$ cat config.mk
export PLATFORM = sky130hd
export DESIGN_NAME = pong_game_engine
export DESIGN_NICKNAME = d
export VERILOG_FILES = /design/src/rtl/pong_game_engine.sv
export SDC_FILE = /design/constraint.sdc
export NUM_CORES = 1
export LEC_CHECK = 0
export ABC_CLOCK_PERIOD_IN_PS = 6000
export CAP_MARGIN = 20
export CORE_AREA = 2 2 130 132
export CTS_CLUSTER_DIAMETER = 50
export CTS_CLUSTER_SIZE = 24
export DETAILED_ROUTE_END_ITERATION = 6
export DIE_AREA = 0 0 132 134
export GPL_TIMING_DRIVEN = 1
export SLEW_MARGIN = 5
export SYNTH_ARGS = -nofsm -noshare
export SYNTH_HDL_FRONTEND = slang
export SYNTH_SLANG_ARGS = --single-unit
$ cat constraint.sdc
create_clock -name clk -period 6 [get_ports clk]
set_input_delay 0.6 -clock clk [delete_from_list [all_inputs] [get_ports clk]]
set_output_delay 0.6 -clock clk [all_outputs]
set_load 0.01 [all_outputs]
$ cat src/rtl/pong_game_engine.sv
// Frame-rate game-state engine for the VGA pong design.
// Holds paddle positions, ball position/direction, serve timing, scores and
// the win condition; all game state advances on the single-cycle frame_tick.
module pong_game_engine #(
    parameter int H_ACTIVE     = 640,
    parameter int V_ACTIVE     = 480,
    parameter int COORD_W      = 10,
    parameter int PADDLE_H     = 64,
    parameter int PADDLE_W     = 8,
    parameter int PADDLE_X_L   = 16,
    parameter int PADDLE_X_R   = 616,
    parameter int PADDLE_STEP  = 4,
    parameter int BALL_SIZE    = 8,
    parameter int SERVE_FRAMES = 60,
    parameter int SCORE_W      = 4,
    parameter int WIN_SCORE    = 9
) (
    input  logic               clk,
    input  logic               rst,
    input  logic               frame_tick,
    input  logic               left_up,
    input  logic               left_down,
    input  logic               right_up,
    input  logic               right_down,
    input  logic               score_reset,
    input  logic [1:0]         speed,
    output logic [COORD_W-1:0] ball_x,
    output logic [COORD_W-1:0] ball_y,
    output logic [COORD_W-1:0] paddle_l_y,
    output logic [COORD_W-1:0] paddle_r_y,
    output logic [SCORE_W-1:0] score_l,
    output logic [SCORE_W-1:0] score_r,
    output logic [1:0]         game_state,
    output logic               point_pulse
);

    localparam int CNT_W = $clog2(SERVE_FRAMES + 1);

    typedef logic [COORD_W-1:0] coord_t;
    // One extra bit so sums such as y+step never wrap before comparison.
    typedef logic [COORD_W:0]   ext_t;
    typedef logic [SCORE_W-1:0] score_t;
    typedef logic [CNT_W-1:0]   cnt_t;

    typedef enum logic [1:0] {
        ST_SERVE = 2'd0,
        ST_PLAY  = 2'd1,
        ST_POINT = 2'd2,
        ST_OVER  = 2'd3
    } state_t;

    localparam coord_t PAD_RST   = coord_t'((V_ACTIVE - PADDLE_H) / 2);
    localparam coord_t BALL_CX   = coord_t'((H_ACTIVE - BALL_SIZE) / 2);
    localparam coord_t BALL_CY   = coord_t'((V_ACTIVE - BALL_SIZE) / 2);
    localparam ext_t   PAD_MAX   = ext_t'(V_ACTIVE - PADDLE_H);
    localparam ext_t   PAD_STEP  = ext_t'(PADDLE_STEP);
    localparam ext_t   PAD_HGT   = ext_t'(PADDLE_H);
    localparam ext_t   BALL_SZ   = ext_t'(BALL_SIZE);
    localparam ext_t   BALL_XMAX = ext_t'(H_ACTIVE - BALL_SIZE);
    localparam ext_t   BALL_YMAX = ext_t'(V_ACTIVE - BALL_SIZE);
    localparam ext_t   L_FACE    = ext_t'(PADDLE_X_L + PADDLE_W);
    localparam ext_t   R_FACE    = ext_t'(PADDLE_X_R - BALL_SIZE);
    localparam score_t WIN       = score_t'(WIN_SCORE);
    localparam cnt_t   SERVE_END = cnt_t'(SERVE_FRAMES - 1);

    state_t r_state, w_state_nxt;
    coord_t r_pad_l, r_pad_r, r_ball_x, r_ball_y;
    coord_t w_pad_l_nxt, w_pad_r_nxt, w_ball_x_nxt, w_ball_y_nxt;
    logic   r_dir_x, r_dir_y;          // dir_x: 1 = right, dir_y: 1 = down
    logic   w_dir_x_nxt, w_dir_y_nxt;
    score_t r_score_l, r_score_r, w_score_l_nxt, w_score_r_nxt;
    cnt_t   r_serve_cnt, w_serve_cnt_nxt;
    logic   r_point_pulse, w_point_pulse_nxt;

    ext_t   w_step, w_bx, w_by;
    logic   w_ov_l, w_ov_r;

    // Saturating paddle move; both or neither button holds position.
    function automatic coord_t f_paddle(input coord_t y, input logic up, input logic dn);
        ext_t ye;
        ye       = ext_t'(y);
        f_paddle = y;
        if (up && !dn) begin
            f_paddle = (ye < PAD_STEP) ? '0 : coord_t'(ye - PAD_STEP);
        end else if (dn && !up) begin
            f_paddle = (ye + PAD_STEP > PAD_MAX) ? coord_t'(PAD_MAX) : coord_t'(ye + PAD_STEP);
        end
    endfunction

    assign w_step = ext_t'(speed) + ext_t'(1);
    assign w_bx   = ext_t'(r_ball_x);
    assign w_by   = ext_t'(r_ball_y);
    assign w_ov_l = (w_by + BALL_SZ > ext_t'(r_pad_l)) && (w_by < ext_t'(r_pad_l) + PAD_HGT);
    assign w_ov_r = (w_by + BALL_SZ > ext_t'(r_pad_r)) && (w_by < ext_t'(r_pad_r) + PAD_HGT);

    // State register with synchronous reset.
    always_ff @(posedge clk) begin
        if (rst) begin
            r_state       <= ST_SERVE;
            r_pad_l       <= PAD_RST;
            r_pad_r       <= PAD_RST;
            r_ball_x      <= BALL_CX;
            r_ball_y      <= BALL_CY;
            r_dir_x       <= 1'b1;
            r_dir_y       <= 1'b1;
            r_score_l     <= '0;
            r_score_r     <= '0;
            r_serve_cnt   <= '0;
            r_point_pulse <= 1'b0;
        end else begin
            r_state       <= w_state_nxt;
            r_pad_l       <= w_pad_l_nxt;
            r_pad_r       <= w_pad_r_nxt;
            r_ball_x      <= w_ball_x_nxt;
            r_ball_y      <= w_ball_y_nxt;
            r_dir_x       <= w_dir_x_nxt;
            r_dir_y       <= w_dir_y_nxt;
            r_score_l     <= w_score_l_nxt;
            r_score_r     <= w_score_r_nxt;
            r_serve_cnt   <= w_serve_cnt_nxt;
            r_point_pulse <= w_point_pulse_nxt;
        end
    end

    // Next-state logic: score_reset overrides the frame update entirely.
    always_comb begin
        w_state_nxt       = r_state;
        w_pad_l_nxt       = r_pad_l;
        w_pad_r_nxt       = r_pad_r;
        w_ball_x_nxt      = r_ball_x;
        w_ball_y_nxt      = r_ball_y;
        w_dir_x_nxt       = r_dir_x;
        w_dir_y_nxt       = r_dir_y;
        w_score_l_nxt     = r_score_l;
        w_score_r_nxt     = r_score_r;
        w_serve_cnt_nxt   = r_serve_cnt;
        w_point_pulse_nxt = 1'b0;

        if (score_reset) begin
            w_score_l_nxt   = '0;
            w_score_r_nxt   = '0;
            w_serve_cnt_nxt = '0;
            w_ball_x_nxt    = BALL_CX;
            w_ball_y_nxt    = BALL_CY;
            w_state_nxt     = ST_SERVE;
        end else if (frame_tick) begin
            w_pad_l_nxt = f_paddle(r_pad_l, left_up, left_down);
            w_pad_r_nxt = f_paddle(r_pad_r, right_up, right_down);

            case (r_state)
                ST_SERVE: begin
                    w_ball_x_nxt = BALL_CX;
                    w_ball_y_nxt = BALL_CY;
                    if (r_serve_cnt == SERVE_END) begin
                        w_serve_cnt_nxt = '0;
                        w_state_nxt     = ST_PLAY;
                    end else begin
                        w_serve_cnt_nxt = r_serve_cnt + cnt_t'(1);
                    end
                end

                ST_PLAY: begin
                    if (r_dir_y) begin
                        if (w_by + w_step >= BALL_YMAX) begin
                            w_ball_y_nxt = coord_t'(BALL_YMAX);
                            w_dir_y_nxt  = 1'b0;
                        end else begin
                            w_ball_y_nxt = coord_t'(w_by + w_step);
                        end
                    end else begin
                        if (w_by < w_step) begin
                            w_ball_y_nxt = '0;
                            w_dir_y_nxt  = 1'b1;
                        end else begin
                            w_ball_y_nxt = coord_t'(w_by - w_step);
                        end
                    end

                    if (!r_dir_x) begin
                        if (w_bx >= L_FACE && w_bx <= L_FACE + w_step && w_ov_l) begin
                            w_ball_x_nxt = coord_t'(L_FACE);
                            w_dir_x_nxt  = 1'b1;
                        end else if (w_bx < w_step) begin
                            w_score_r_nxt     = r_score_r + score_t'(1);
                            w_point_pulse_nxt = 1'b1;
                            w_state_nxt       = ST_POINT;
                        end else begin
                            w_ball_x_nxt = coord_t'(w_bx - w_step);
                        end
                    end else begin
                        if (w_bx + w_step >= R_FACE && w_bx <= R_FACE && w_ov_r) begin
                            w_ball_x_nxt = coord_t'(R_FACE);
                            w_dir_x_nxt  = 1'b0;
                        end else if (w_bx + w_step > BALL_XMAX) begin
                            w_score_l_nxt     = r_score_l + score_t'(1);
                            w_point_pulse_nxt = 1'b1;
                            w_state_nxt       = ST_POINT;
                        end else begin
                            w_ball_x_nxt = coord_t'(w_bx + w_step);
                        end
                    end
                end

                // dir_x is left as it was on the miss, which already points
                // toward the player who conceded.
                ST_POINT: begin
                    w_ball_x_nxt    = BALL_CX;
                    w_ball_y_nxt    = BALL_CY;
                    w_dir_y_nxt     = ~r_dir_y;
                    w_serve_cnt_nxt = '0;
                    if (r_score_l == WIN || r_score_r == WIN) begin
                        w_state_nxt = ST_OVER;
                    end else begin
                        w_state_nxt = ST_SERVE;
                    end
                end

                ST_OVER: begin
                    w_ball_x_nxt = BALL_CX;
                    w_ball_y_nxt = BALL_CY;
                end
            endcase
        end
    end

    assign ball_x      = r_ball_x;
    assign ball_y      = r_ball_y;
    assign paddle_l_y  = r_pad_l;
    assign paddle_r_y  = r_pad_r;
    assign score_l     = r_score_l;
    assign score_r     = r_score_r;
    assign game_state  = r_state;
    assign point_pulse = r_point_pulse;

endmodule

* After elaboration in Yosys (flattened, before gate mapping) *
Index checks and enable logic that the tools add are counted.

word-level totals
  flip-flop bits (word level) = 59
  input bits = 10
  output and inout port bits = 51
  word-level logic and storage cells = 136

operators by class
  $add $sub $neg = 16
  $lt $le $gt $ge = 16
  eq/ne operators = 13
  multiplexer cells = 40
  bitwise gates (word level) = 7
  reduce and logical (&&, ||, !) cells = 33

operators by type and width
  kind                   count
  $mux 10                16
  $pmux 10 s2            2
  $add 10x3->11          2
  $add 10x3->11 const B  2
  $add 10x7->11 const B  2
  $gt 11x10->1           2
  $gt 11x9->1 const B    2
  $lt 10x11->1           2
  $lt 10x3->1            2
  $lt 10x3->1 const B    2
  $sub 10x3->10          2
  $sub 10x3->10 const B  2
  $reduce_and 3->1       5
  $mux 2                 7
  $ne 3x3->1 const B     4
  $pmux 6 s2             1
  $add 10x4->11 const B  1
  $ge 11x10->1 const B   1
  $ge 11x9->1 const B    1
  $gt 11x10->1 const B   1
  $mux 1                 11
  $ge 10x5->1 const B    1
  $le 10x10->1 const B   1
  $le 10x6->1            1
  other kinds (26)       52

* Longest topological paths before layout *
Gate-level depths: netlist of the first run.

  depth in word-level cells = 8
  mapped depth = 15
  gate-level depth less buffers = 13

* Least setup slack after synthesis of the first run *
No wires, ideal clock.

  kind = input to register
  from = in speed[0]
  to = reg r_ball_x[8], in the netlist ball_x[8]
  arrival time = 3.480 ns
  setup slack = 2.391 ns
  stages = 13
  buffers on the path = 2
  cell sequence = ha_1 -> inv_1 -> fa_1 -> o21ba_1 -> buf_6 -> nor2_2 -> nor3_1 -> a21oi_1 -> o41ai_4 -> o41ai_2 -> buf_4 -> mux2i_1 -> nand2_1

on the way
  cells in the longest elaborated chain, start to end = 8
  elaborated cells on any way between the ends = 21
  classes of those cells = 4 x add/sub; 4 x order compare; 2 x eq/ne; 6 x mux; 5 x reduce/logical

RTL lines
  what                                               line      source
  from (decl)                                        26        input logic [1:0] speed,
  $add 2x1->3 *                                      90        assign w_step = ext_t'(speed) + ext_t'(1);
  $add 10x3->11 or $add 5x3->6 (tied branches)       199, 180
  $ge 11x10->1 or $le 10x6->1 (tied branches)        191, 180
  $logic_and 1x1->1 (on tied branches) (2 in a row)  191, 180
  $mux 10 (on tied branches)                         191, 180
  $mux 10                                            179       if (!r_dir_x) begin
  $pmux 10 s2                                        150       case (r_state)
  to (signal assigned)                               114       r_ball_x <= w_ball_x_nxt;
  to (decl)                                          67        coord_t r_pad_l, r_pad_r, r_ball_x, r_ball_y;

Mark *: on every way between the ends. The rest lies on a longest branch, timed or not. The select of a mux whose other input is x is not followed.
A chain may end at the register's enable or synchronous reset.

* Worst setup path in the final report of the first run *
  from = in speed[0]
  to = reg r_ball_x[0], in the netlist ball_x[0]

The elaborated chain is that of the path after synthesis.

==> results of run 1 <==
state kept, by name (all words and copies together) (netlist names):
signal	cells
r_dir_y	1
paddle_l_y	8
score_l	4
paddle_r_y	8
r_serve_cnt	6
score_r	4
ball_y	10
r_dir_x	1
game_state	2
ball_x	10
point_pulse	1
cells in the mapped netlist (4+ instances only):
library cell / number / area (um^2)
nor2_1: 67 / 251
ha_1: 64 / 801
nand2_1: 61 / 229
dfxtp_1: 55 / 1100
inv_1: 47 / 176
a21oi_1: 46 / 230
o21ai_0: 43 / 215
clkbuf_1: 31 / 116
nor3_1: 27 / 135
nand3_1: 25 / 125
a211oi_1: 22 / 165
xnor2_1: 20 / 175
and3_1: 15 / 93.8
nand2b_1: 14 / 87.6
xor2_1: 12 / 105
nand4_1: 11 / 68.8
o211ai_1: 11 / 82.6
o221ai_1: 11 / 96.3
nor4_1: 9 / 56.3
a31oi_1: 8 / 50.1
a211o_1: 7 / 61.3
o21bai_1: 7 / 52.6
buf_4: 6 / 45.0
o31ai_1: 6 / 45.0
or3_1: 6 / 37.5
a22oi_1: 5 / 37.5
mux2i_1: 5 / 50.1
nor2b_1: 5 / 31.3
o22ai_1: 5 / 31.3
a21o_1: 4 / 30.0
and2_1: 4 / 25.0
and4_1: 4 / 35.0
fa_1: 4 / 80.1
o21a_1: 4 / 30.0
o221a_2: 4 / 45.0
o311ai_0: 4 / 35.0
or2_2: 4 / 25.0
routing by layer:
metal  vias up  GRT usage  wire length (um)
met1      2649      0.263              8030
met3        14     0.0261               808
li1       2797          -                 -
met4         0     0.0489               212
met2       173      0.317              7510
met5         -          0                 0
final cells by class:
class	instances	area, um^2
sequential	55	1100
fill	1696	9860
inverter	47	176
tap	220	275
clock buffer	5	125
multi-input combinational	601	4150
timing repair buffer	58	576
clock inverter	3	33.8
worst paths after layout:
path,to,cells after the start,startpoint,slack [ns]
setup / recovery,ball_x[0],13,speed[0],1.89
hold / removal,r_serve_cnt[5],2,r_serve_cnt[5],0.51
setup reg to reg,game_state[1],12,ball_y[5],1.99
hold reg to reg,r_serve_cnt[5],2,r_serve_cnt[5],0.51
kinds of logic (layout without fill, tap and decap cells):
family	Yosys count	in the layout	synth area share
multiplexers	6	6	0.0109
adder cells (fa/ha/maj)	68	68	0.157
AND/OR/NAND/NOR	268	268	0.238
other	1	4	0.000668
flip-flops	55	55	0.196
buffers and inverters	90	113	0.0675
XOR/XNOR	32	32	0.0499
AO/OA/AOI/OAI	223	223	0.280
power by group:
part | switching (mW) | internal [mW]
Combinational | 0.0910 | 0.0617
Clock | 0.171 | 0.162
Sequential | 0.0129 | 0.370
Total | 0.275 | 0.594
critical path, stage by stage:
cell	delay (ns)
clkdlybuf4s50_1	0.42
ha_1	0.43
inv_1	0.15
fa_1	0.44
o21ba_1	0.31
nor3_2	0.13
a21oi_1	0.06
o221a_1	0.34
o41ai_4	0.60
o41ai_2	0.15
buf_4	0.21
a2111o_1	0.38
a21oi_1	0.13
per-stage QoR:
step | setup WS [ns] | util | area, um^2 | instances | hold slack (ns)
final | 1.89 | 0.395 | 6430 | 989 | 0.506
after detailed placement | 1.59 | 0.385 | 6270 | 981 | 0.495
after floorplan | 2.39 | - | 5630 | 746 | 0.458
after global placement | 1.60 | 0.385 | 6270 | 981 | 0.475
after CTS | 1.92 | 0.395 | 6430 | 989 | 0.508
after global routing | 1.62 | 0.395 | 6430 | 989 | 0.558
==> qor.yml, run 1 <==
outcome:
  outcome: "finished clean"
die:
  io_pins: 61
  core_area_um2: 16300
  row_count: 47
  start_util: 0.345
  die_width_um: 132
  die_area_um2: 17700
  die_h_um: 134
cts:
  cts_hold_buffers: 0
  cts-root-buf: "clkbuf_16"
  cts_tree: "done"
  clk_latency_ns: 0.32
  path_clk_slew_ns: 0.08
  cts_buffers: 5
  cts_setup_buffers: 0
  clock_sinks: 55
  clockBufferDepth: 2
  ctsResizeCount: 0
  htreeDepth: 2
setup_path:
  crit_type: "primary input to flop"
  startpoint_type: "primary input"
  cp_data_required_time_ns: 6.25
  worstPathMaxFanout: 16
  worstPathArrival_ns: 4.37
  end_kind: "flop"
synth:
  yosys_register_bits: 55
  yosys_warnings: 0
  synth_enable_flop_cells: 0
  synth_flop_cell: "dfxtp_1"
  synth_cell_types: 76
  synthCells: 743
  yosysSeqAreaShare: 0.196
  syn_area_um2: 5610
  ys_async_sr_fraction: 0
  syn_area_per_cell_um2: 7.56
global_routing:
  grt_max_degree: 21
  gr-usage-all-layers: 0.191
  grt-ovfl-total: 0
  grt_pass1_wl_um: 27700
  antenna_found_initial: 0
  grt_pass1_vias: 5310
sta:
  fmax_mhz: 243
  rsz0062_at_grt: "false"
  finClkSkew_ns: 0.0158
  setup_viol: 0
  tightest_slew_ns: 1.10
  fin_crit_ns: 4.11
  hold_viol_final: 0
  slew_violations: 0
  post-route-period-util: 0.686
  relSlewSlack: 0.260
  fin_setup_tns_ns: 0
layout:
  final_nets: 846
  n_antenna_cell: 0
  most-common-layout-cells: "67 x nor2_1, 64 x ha_1, 61 x nand2_1"
  layout.cells.most_common: "nor2_1"
  final_layout_size_suffix_gt1_frac: 0.0377
  area_growth_pct: 14.6
power:
  total_power_mw: 0.869
  ir_drop_v: 0.000110
  p_per_area_nw_per_um2: 135
  leakagePower_nw: 2.43
detailed_routing:
  via_per_inst: 5.70
  drc: 0
  wl_per_cell_um: 16.8
  first_pass_iters: 5
  ant_nets: 0
  first_iter_violations: 488
  drt-total-wl_um: 16600
  vias: 5633
placed_design:
  hpwl_um: 12300
  port_buffers: 56
  routabilityCongestion: 0.893
run:
  cap_violations: 0
min_path:
  hold_path.class: "flop to flop"
Note: power is estimated with default switching activity, not from simulation.
==> run 2: changes to the inputs <==
--- a/config.mk
+++ b/config.mk
@@ -5,7 +5,7 @@
 export SDC_FILE = /design/constraint.sdc
 export NUM_CORES = 1
 export LEC_CHECK = 0
-export ABC_CLOCK_PERIOD_IN_PS = 6000
+export ABC_CLOCK_PERIOD_IN_PS = 4200
 export CAP_MARGIN = 20
 export CORE_AREA = 2 2 130 132
 export CTS_CLUSTER_DIAMETER = 50
==> constraint.sdc (replaced) <==
create_clock -name clk -period 4.2 [get_ports clk]
set_input_delay 0.42 -clock clk [delete_from_list [all_inputs] [get_ports clk]]
set_output_delay 0.42 -clock clk [all_outputs]
set_load 0.01 [all_outputs]
==> qor.yml, run 2 (same netlist as run 1, synthesis figures left out) <==
cts:
  ctsResizeCount: 0  # unchanged
  cts_tree: "done"  # unchanged
  path_clk_slew_ns: 0.08  # about the same
  cts-root-buf: "clkbuf_16"  # unchanged
  cts_hold_buffers: 0  # unchanged
  cts_setup_buffers: 0  # unchanged
  htreeDepth: 2  # unchanged
  clock_sinks: 55  # unchanged
  cts_buffers: 5  # unchanged
  clockBufferDepth: 2  # unchanged
  clk_latency_ns: 0.32  # about the same
die:
  die_h_um: 134  # unchanged
  die_area_um2: 17700  # unchanged
  io_pins: 61  # unchanged
  core_area_um2: 16300  # unchanged
  die_width_um: 132  # unchanged
  start_util: 0.345  # unchanged
  row_count: 47  # unchanged
setup_path:
  cpMaxStageDelayCell: "dfxtp_1"  # was o41ai_4
  startpoint_type: "flop"  # was primary input
  worstPathMaxFanout: 16  # unchanged
  r2r_slack_ns: 0.46  # was 1.99 ns
  crit_type: "flop to flop"  # was primary input to flop
  end_kind: "flop"  # unchanged
  cp_common_cell: "buf_4"  # was a21oi_1
  critPathMaxStageDelay_ns: 0.49  # was 0.60 ns
  crit_chain: "buf_4, and3_1, nand3_1, xnor2_1, ha_1, a21oi_1, o21ai_0, o211ai_1, a21o_1, o41ai_4, o41ai_2, buf_4, nor2_1, o221a_2"  # was clkdlybuf4s50_1, ha_1, inv_1, fa_1, o21ba_1, nor3_2, a21oi_1, o221a_1, o41ai_4, o41ai_2, buf_4, a2111o_1, a21oi_1
  cp_data_required_time_ns: 4.41  # was 6.25 ns
  critPathTopFamily: "compound AO/OA/AOI/OAI gates"  # unchanged
  crit_buf_inv: 2  # was 3
  worstPathArrival_ns: 3.95  # was 4.37 ns
sta:
  fin_crit_ns: 3.74
  worst_slack_ns: 0.463  # was 1.89 ns
  relSlewSlack: 0.196  # was 0.260
  hold_viol_final: 0  # unchanged
  setup_viol: 0  # unchanged
  finClkSkew_ns: 0.00917  # was 0.0158 ns
  fin_setup_tns_ns: 0  # unchanged
  slew_violations: 0  # unchanged
  fmax_mhz: 268
  tightest_slew_ns: 1.20  # was 1.10 ns
  rsz0062_at_grt: "false"  # unchanged
  post-route-period-util: 0.890
global_routing:
  grt_pass1_wl_um: 27700  # about the same
  grt_pass1_vias: 5291  # was 5310
  antenna_found_initial: 0  # unchanged
  gr-usage-all-layers: 0.191  # about the same
  grt-ovfl-total: 0  # unchanged
  grt_max_degree: 21  # unchanged
placed_design:
  post-place-cells: 999  # was 981
  routabilityCongestion: 0.917  # was 0.893
  placed_area_um2: 6410  # was 6270 um^2
  post-place-ws_ns: 0.249  # was 1.59 ns
  port_buffers: 56  # unchanged
  hpwl_um: 12800  # was 12300 um
layout:
  area_growth_pct: 17.7  # was 14.6%
  final_layout_size_suffix_gt1_frac: 0.0597  # was 0.0377
  multi_input_area_um2: 4150  # unchanged
  fin_cells: 1007  # was 989
  ff_latch_area_um2: 1100  # unchanged
  n_antenna_cell: 0  # unchanged
  final_nets: 864  # was 846
  most-common-layout-cells: "67 x nor2_1, 64 x ha_1, 61 x nand2_1"  # unchanged
  final_cell_area_um2: 6610  # was 6430 um^2
  fillers: 1729  # was 1696
  layout.cells.most_common: "nor2_1"  # unchanged
detailed_routing:
  wl_per_cell_um: 16.9  # was 16.8 um
  ant_nets: 0  # unchanged
  via_per_inst: 5.72  # was 5.70
  drt-total-wl_um: 17000  # was 16600 um
  first_iter_violations: 513  # was 488
  first_pass_iters: 5  # unchanged
  drc: 0  # unchanged
  vias: 5764  # was 5633
power:
  p_sw_mw: 0.383  # was 0.275 mW
  switching_share: 0.284  # was 0.317
  total_power_mw: 1.35  # was 0.869 mW
  seqPwrFrac: 0.405  # was 0.441
  p_per_area_nw_per_um2: 204  # was 135 nW/um^2
  p_int_mw: 0.966  # was 0.594 mW
  ir_drop_v: 0.000147  # was 0.000110 V
  leakagePower_nw: 2.54  # was 2.43 nW
  comb_power_share: 0.165  # was 0.176
  pwr-share-clk: 0.430  # was 0.383
min_path:
  hold_path.class: "flop to flop"  # unchanged
run:
  cap_violations: 0  # unchanged
outcome:
  outcome: "finished clean"  # unchanged
==> run 2: changes by cell type in the layout (fill, tap and decap cells not counted) <==
cell       previous run  this run
buf_4                 2        20
bufinv_16             0         2
clkinv_4              1         0
clkinv_8              1         0
inv_6                 1         0
inv_8                 0         1
==> run 2: cell type report <==
class                      count  share of cell area
multi-input combinational    601               0.628
clock buffer                   5              0.0189
tap                          220              0.0417
timing repair buffer          76               0.108
sequential                    55               0.167
inverter                      47              0.0267
clock inverter                 3              0.0108
==> run 2: worst paths after layout <==
check | from | endpoint | cells after the start
setup / recovery | ball_y[3] | ball_x[9] | 14
hold / removal | r_serve_cnt[5] | r_serve_cnt[5] | 2
setup reg to reg | ball_y[3] | ball_x[9] | 14
hold reg to reg | r_serve_cnt[5] | r_serve_cnt[5] | 2
==> run 2: per-layer routing <==
| layer | track usage | routed length, um | up-vias |
|---|---|---|---|
| li1 | - | - | 2825 |
| met1 | 0.266 | 8080 | 2706 |
| met2 | 0.306 | 7570 | 198 |
| met3 | 0.0295 | 985 | 35 |
| met4 | 0.0568 | 344 | 0 |
| met5 | 0 | 0 | - |
==> run 2: worst register-to-register path, cell delays in order (launching register included) <==
cell and delay (ns):
dfxtp_1 0.49, buf_4 0.20, and3_1 0.26, nand3_1 0.12
xnor2_1 0.31, ha_1 0.31, a21oi_1 0.18, o21ai_0 0.10
o211ai_1 0.35, a21o_1 0.27, o41ai_4 0.10, o41ai_2 0.33
buf_4 0.27, nor2_1 0.08, o221a_2 0.26
==> run 2: power by group through the flow <==
stage	combinational (mW)	clock, mW	sequential (mW)
after floorplan	0.155	0	0.553
after global placement	0.218	0	0.558
after detailed placement	0.219	0	0.558
after CTS	0.220	0.596	0.546
after global routing	0.248	0.609	0.549
final	0.222	0.581	0.546
==> run 2: through the flow <==
stage	hold WS, ns	utilization
floorplan	0.458	-
global placement	0.475	0.393
detailed placement	0.485	0.393
CTS	0.497	0.405
global route	0.510	0.405
finish	0.502	0.405
